File: config.mk
export PLATFORM = sky130hd
export DESIGN_NAME = fetch_controller
export DESIGN_NICKNAME = d
export VERILOG_FILES = /design/src/rtl/fetch_pkg.sv /design/src/rtl/fetch_controller.sv
export SDC_FILE = /design/constraint.sdc
export NUM_CORES = 1
export LEC_CHECK = 0
export ABC_CLOCK_PERIOD_IN_PS = 2500
export CAP_MARGIN = 20
export CORE_MARGIN = 3
export CORE_UTILIZATION = 45
export DETAILED_ROUTE_END_ITERATION = 7
export GPL_ROUTABILITY_DRIVEN = 0
export HOLD_SLACK_MARGIN = 0.15
export PLACE_DENSITY_LB_ADDON = 0.08
export SYNTH_ARGS = -nofsm -noshare
export SYNTH_HDL_FRONTEND = slang
export SYNTH_SLANG_ARGS = --single-unit
File: constraint.sdc
create_clock -name i_clk -period 2.5 [get_ports i_clk]
set_input_delay 0.5 -clock i_clk [delete_from_list [all_inputs] [get_ports i_clk]]
set_output_delay 0.5 -clock i_clk [all_outputs]
set_load 0.05 [all_outputs]
File: src/rtl/fetch_pkg.sv
// rtl/fetch_pkg.sv - shared state encoding and defaults for the instruction fetch controller
package fetch_pkg;

  localparam logic [1:0] ST_VEC_LO = 2'd0;
  localparam logic [1:0] ST_VEC_HI = 2'd1;
  localparam logic [1:0] ST_FETCH  = 2'd2;
  localparam logic [1:0] ST_IMM    = 2'd3;

  typedef enum logic [1:0] {
    S_VEC_LO = ST_VEC_LO,
    S_VEC_HI = ST_VEC_HI,
    S_FETCH  = ST_FETCH,
    S_IMM    = ST_IMM
  } fetch_state_e;

  // Opcode bit that flags an instruction followed by a 16-bit immediate word.
  localparam int unsigned TWO_WORD_BIT_DEFAULT = 15;

endpackage

File: src/rtl/fetch_controller.sv
// rtl/fetch_controller.sv - reset-vector load and one/two-word instruction fetch FSM
module fetch_controller
  import fetch_pkg::*;
#(
  parameter logic [31:0] VEC_ADDR     = 32'h0000_0000,
  parameter int unsigned TWO_WORD_BIT = TWO_WORD_BIT_DEFAULT
) (
  input  logic        i_clk,
  input  logic        i_reset,
  input  logic        i_stall,
  input  logic        i_branch_taken,
  input  logic [31:0] i_branch_target,
  output logic [31:0] o_mem_address,
  output logic        o_mem_enable,
  input  logic [15:0] i_mem_data,
  output logic [15:0] o_instruction,
  output logic [15:0] o_immediate,
  output logic [31:0] o_pc,
  output logic        o_valid
);

  fetch_state_e state_q, state_d;
  logic [31:0]  pc_q, pc_d;
  logic [15:0]  hold_q, hold_d;
  logic [15:0]  instr_q, instr_d;
  logic [15:0]  imm_q, imm_d;
  logic [31:0]  opc_q, opc_d;
  logic         valid_q, valid_d;

  // Memory request: vector words at fixed addresses, otherwise the running pc.
  always_comb begin
    o_mem_address = pc_q;
    o_mem_enable  = ~i_stall;
    if (state_q == S_VEC_LO) begin
      o_mem_address = VEC_ADDR;
      o_mem_enable  = 1'b1;
    end else if (state_q == S_VEC_HI) begin
      o_mem_address = VEC_ADDR + 32'd1;
      o_mem_enable  = 1'b1;
    end
    if (i_reset) begin
      o_mem_enable = 1'b0;
    end
  end

  // Next state: vector load, then fetch with branch over stall priority.
  always_comb begin
    state_d = state_q;
    pc_d    = pc_q;
    hold_d  = hold_q;
    instr_d = instr_q;
    imm_d   = imm_q;
    opc_d   = opc_q;
    valid_d = valid_q;
    if (state_q == S_VEC_LO) begin
      pc_d[15:0] = i_mem_data;
      valid_d    = 1'b0;
      state_d    = S_VEC_HI;
    end else if (state_q == S_VEC_HI) begin
      pc_d[31:16] = i_mem_data;
      valid_d     = 1'b0;
      state_d     = S_FETCH;
    end else if (i_branch_taken) begin
      // The word read this cycle and any held opcode belong to the wrong path.
      pc_d    = i_branch_target;
      hold_d  = 16'h0000;
      valid_d = 1'b0;
      state_d = S_FETCH;
    end else if (!i_stall) begin
      pc_d = pc_q + 32'd1;
      if (state_q == S_IMM) begin
        instr_d = hold_q;
        imm_d   = i_mem_data;
        opc_d   = pc_q - 32'd1;
        valid_d = 1'b1;
        state_d = S_FETCH;
      end else if (i_mem_data[TWO_WORD_BIT]) begin
        hold_d  = i_mem_data;
        valid_d = 1'b0;
        state_d = S_IMM;
      end else begin
        instr_d = i_mem_data;
        imm_d   = 16'h0000;
        opc_d   = pc_q;
        valid_d = 1'b1;
      end
    end
  end

  // State and output registers with synchronous reset.
  always_ff @(posedge i_clk) begin
    if (i_reset) begin
      state_q <= S_VEC_LO;
      pc_q    <= 32'h0;
      hold_q  <= 16'h0;
      instr_q <= 16'h0;
      imm_q   <= 16'h0;
      opc_q   <= 32'h0;
      valid_q <= 1'b0;
    end else begin
      state_q <= state_d;
      pc_q    <= pc_d;
      hold_q  <= hold_d;
      instr_q <= instr_d;
      imm_q   <= imm_d;
      opc_q   <= opc_d;
      valid_q <= valid_d;
    end
  end

  assign o_instruction = instr_q;
  assign o_immediate   = imm_q;
  assign o_pc          = opc_q;
  assign o_valid       = valid_q;

endmodule

==> impl_summary.md <==
Die
The die is 124 um tall. The initial core utilization is 46.5%. In this run the core area contains 42 standard-cell rows.

The core area is around 0.013 mm^2. Measured along the x axis, the die boundary spans ~120 um. The count of boundary I/O pins is 150.

The area enclosed by the die boundary is 0.0153 mm^2.

Global route
The number of global-route vias before repair came to 6299. The largest net degree at the start of global routing is 50. Summed over all layers, the global routing overflow is 0. The initial antenna violation count is 0.

The first-pass GRT wire length is 33.6 mm. The overall global routing resource usage is 28.6%.

Layout
Counting the fill cells in the layout gives between 1000 and 1500. The layout cell share with drive strength beyond 1 is 12.1%. The total inserted antenna cells is 0. The net count of the finished layout is 991. The growth of design area from synthesis to finish is 39.0%.

Synth
The netlist area before placement is 0.00623 mm^2. The number of nets in the synthesized netlist is 851. The most instantiated library cell after synthesis is nor2_1. The largest area contributor in the netlist is dfxtp_1. During synthesis, Yosys emitted a total of 0 warnings. Yosys attributes the largest share of cell area to dfxtp_1, nor2_1, a22oi_1, xnor2_1, clkbuf_1. Counting flops and latches in the post-synthesis netlist gives 115. The fraction of synthesized area in multiplexers is 1.93%. By count the netlist is led by nor2_1, dfxtp_1, clkbuf_1. In the synthesized netlist the async set-or-reset flop fraction comes to 0%. Among all flip-flop cells after synthesis, the most frequent one is dfxtp_1.

Of the total synthesized cell area, the portion taken by full adders, half adders and majority gates is less than 1%. The top cell type's share of synthesized area is 36.9%. Synthesis instantiated 57 different standard cells from the library. By area, the combinational part of the netlist is dominated by simple AND/OR/NAND/NOR gates. The synthesized netlist devotes 6.88% of its cell area to XOR and XNOR gates. The share of the synthesized area in compound gates (AO/OA/AOI/OAI) is 21.9%. Counting flops with a built-in enable in the synthesized netlist gives 0. Synthesis handed over a netlist of between 700 and 800 instances.

The sequential-to-total area share from yosys stat is 36.9%. After synthesis, the mean cell area works out to 7.82 um^2. Of the total synthesized cell area, the portion taken by AND, OR, NAND and NOR gates is 26.0%.

Route
The first detailed-routing pass took 5 iterations. The number of violations reported at the end of detailed-routing iteration 0 is 583. The final routed DRC violation total is 0.

Summed over all layers, the routed wires come to 22.1 mm. Dividing the detail-routed wire length by the instance count gives 19.6 um. Detailed routing inserted a total of about 6700 vias. In this run the remaining antenna-violating nets after routing total 0.

The number of vias per cell is 5.98.

Critical path
The critical path start-end classification is reg -> out. The cell class contributing the biggest share of worst-path delay is buffers and inverters. The peak fanout along the critical path is 10. STA puts the critical path data required time at 2.00 ns. The worst register-to-register path begins at pc_q[10]. The worst setup path is captured at an output port. The first element of the critical path is pc_q[8]. The total number of cells along the worst setup path is 2. The cell count of the worst reg-to-reg path is 5. The worst setup path is launched from a flip-flop. At the worst endpoint, the arrival time is just under 2 ns. The delay contributed by the slowest stage of the critical path is 0.79 ns. The signal on the critical path passes through and2_1, clkdlybuf4s50_1. Counting both buffers and inverters, the worst setup path holds a total of 1.

Across all register-to-register paths, the minimum setup slack is 0.18 ns. For this design, the slowest cell found on the critical path is clkdlybuf4s50_1.

Status
The flow ran to the end, and the final reports show no timing, DRC or antenna violations.

Clock network
For the worst-skew pair, the clock arrives at the later sink with an insertion delay of 0.42 ns. The clock passes through at most 2 buffers. For this design, the sink count on the clock tree is 115. The clock-pin transition on the worst setup and hold timing paths is 0.05 ns. The tree is rooted in a clkbuf_16. Counting the buffers created by CTS gives 17. The clock tree from TritonCTS is yes. The H-tree was split into 4 levels.

STA
The slew of the pin with the lowest slew margin is 1.10 ns. The hold violation count in the final report is 0. Setup repair after global routing left no endpoint under its margin.

The final worst hold slack is between 0.4 and 0.5 ns. The setup total negative slack is 0 ns. In the finished design, the share of the clock period the worst path needs comes to 98.3%. Headroom to the max-slew limit came out at 26.7%. Subtracting the final worst setup slack from the clock period gives 2.46 ns. Setup violations remaining at the end of the flow were counted as 0. Based on the critical path, the design can be clocked at up to 407 MHz. The final count of pins violating max slew came to 0. The largest clock skew in the final design is 0.0115 ns.

Pwr
After layout, the design draws a total of 5860 uW. The static power due to leakage is 0.00308 uW. The total power per unit cell area is 676 mW/mm^2. The maximum vdd drop is about 0.00047 V.

Min path
In this run the most critical hold path is launched from i_reset. The class of the worst hold path is in -> reg. The cell depth of the worst hold path is 2.

Flow run
The number of maximum-capacitance constraint violations is 0.

Placement
Buffers placed on the I/O ports in this run total between 100 and 150. The HPWL after detailed placement is 15.4 mm.
-- state kept, by name (all words and copies together) (netlist names) --
signal         cells
hold_q            16
o_immediate       16
o_instruction     16
o_pc              32
o_valid            1
pc_q              32
state_q            2
-- per-layer routing --
metal	vias up	wire length [um]	global-route usage, %
met5	-	0	0
met4	0	796	12.7
met3	59	2020	6.40
met2	358	10100	45.0
met1	3188	9160	37.6
li1	3132	-	-
-- worst reg2reg max path, delay by kind of cell (launching register included) --
kind	cells	cell delay [ns]
and+or+nand+nor	4	1.60
DFF	1	0.41
AOI/OAI and AO/OA	1	0.23
-- placed cells by master (no fill, tap or decap), types with 3 or more instances in the layout --
master,count
nand2_1,58
a21oi_1,32
nand4_1,9
or3_1,9
o21ai_0,26
nor2_1,120
a311oi_1,20
nand2b_1,5
buf_4,65
and2_1,34
xnor2_1,33
clkdlybuf4s50_1,128
or4_1,5
mux2i_1,12
nor3_1,19
a211oi_1,25
inv_1,12
a22o_1,5
clkbuf_8,5
nor2b_1,5
xor2_1,16
a221oi_1,5
a31oi_1,8
a22oi_1,39
clkbuf_16,17
o22ai_1,19
and3_1,4
clkinv_2,4
bufinv_16,3
nor4_1,7
nand3_1,31
o211ai_1,4
dfxtp_1,114
buf_12,4
-- kinds of logic after synthesis --
kind of cell / after synthesis
compound gates: 199
xor+xnor: 49
mux: 12
simple gates: 327
buf+inv: 93
fa+ha+maj: 2
flops: 115
-- power by group --
part	switching, uW	leakage [uW]	internal (uW)
Combinational	760	0.00184	497
Sequential	132	0.000936	1920
Clock	878	0.000303	1670
Total	1770	0.00308	4090
-- metrics by stage --
stage | setup slack, ns | cells | instance area, um^2 | util (%)
floorplan | 0.190 | 797 | 6230 | -
detailed placement | -0.0914 | 1092 | 8020 | 59.8
global placement | 0.0512 | 1092 | 8020 | 59.8
global route | 0.000245 | 1126 | 8660 | 64.6
CTS | 0.00862 | 1124 | 8640 | 64.5
finish | 0.0430 | 1126 | 8660 | 64.6
-- path summary, 6_finish.rpt --
check                          end
setup / recovery  o_mem_address[8]
hold / removal          state_q[0]
setup reg to reg          o_pc[24]
hold reg to reg            o_pc[1]
-- layout make-up --
| type | count | area [um^2] | area share [%] |
|---|---|---|---|
| multi-input cells | 589 | 3570 | 41.2 |
| flip-flops and latches | 115 | 2310 | 26.6 |
| repair buffers | 202 | 1910 | 22.0 |
| clock buffers | 23 | 488 | 5.63 |
| well taps | 176 | 220 | 2.54 |
| clock inverters | 9 | 126 | 1.46 |
| inverters | 12 | 45.0 | 0.520 |
-- what timing repair did --
item / CTS / global route
hold buffers: 0 / 0
setup endpoints to repair: 2 / 2
gates cloned: 0 / 0
gates resized for setup: 3 / 2
buffers inserted: 0 / 0
Power figures use the tool's default switching activity.
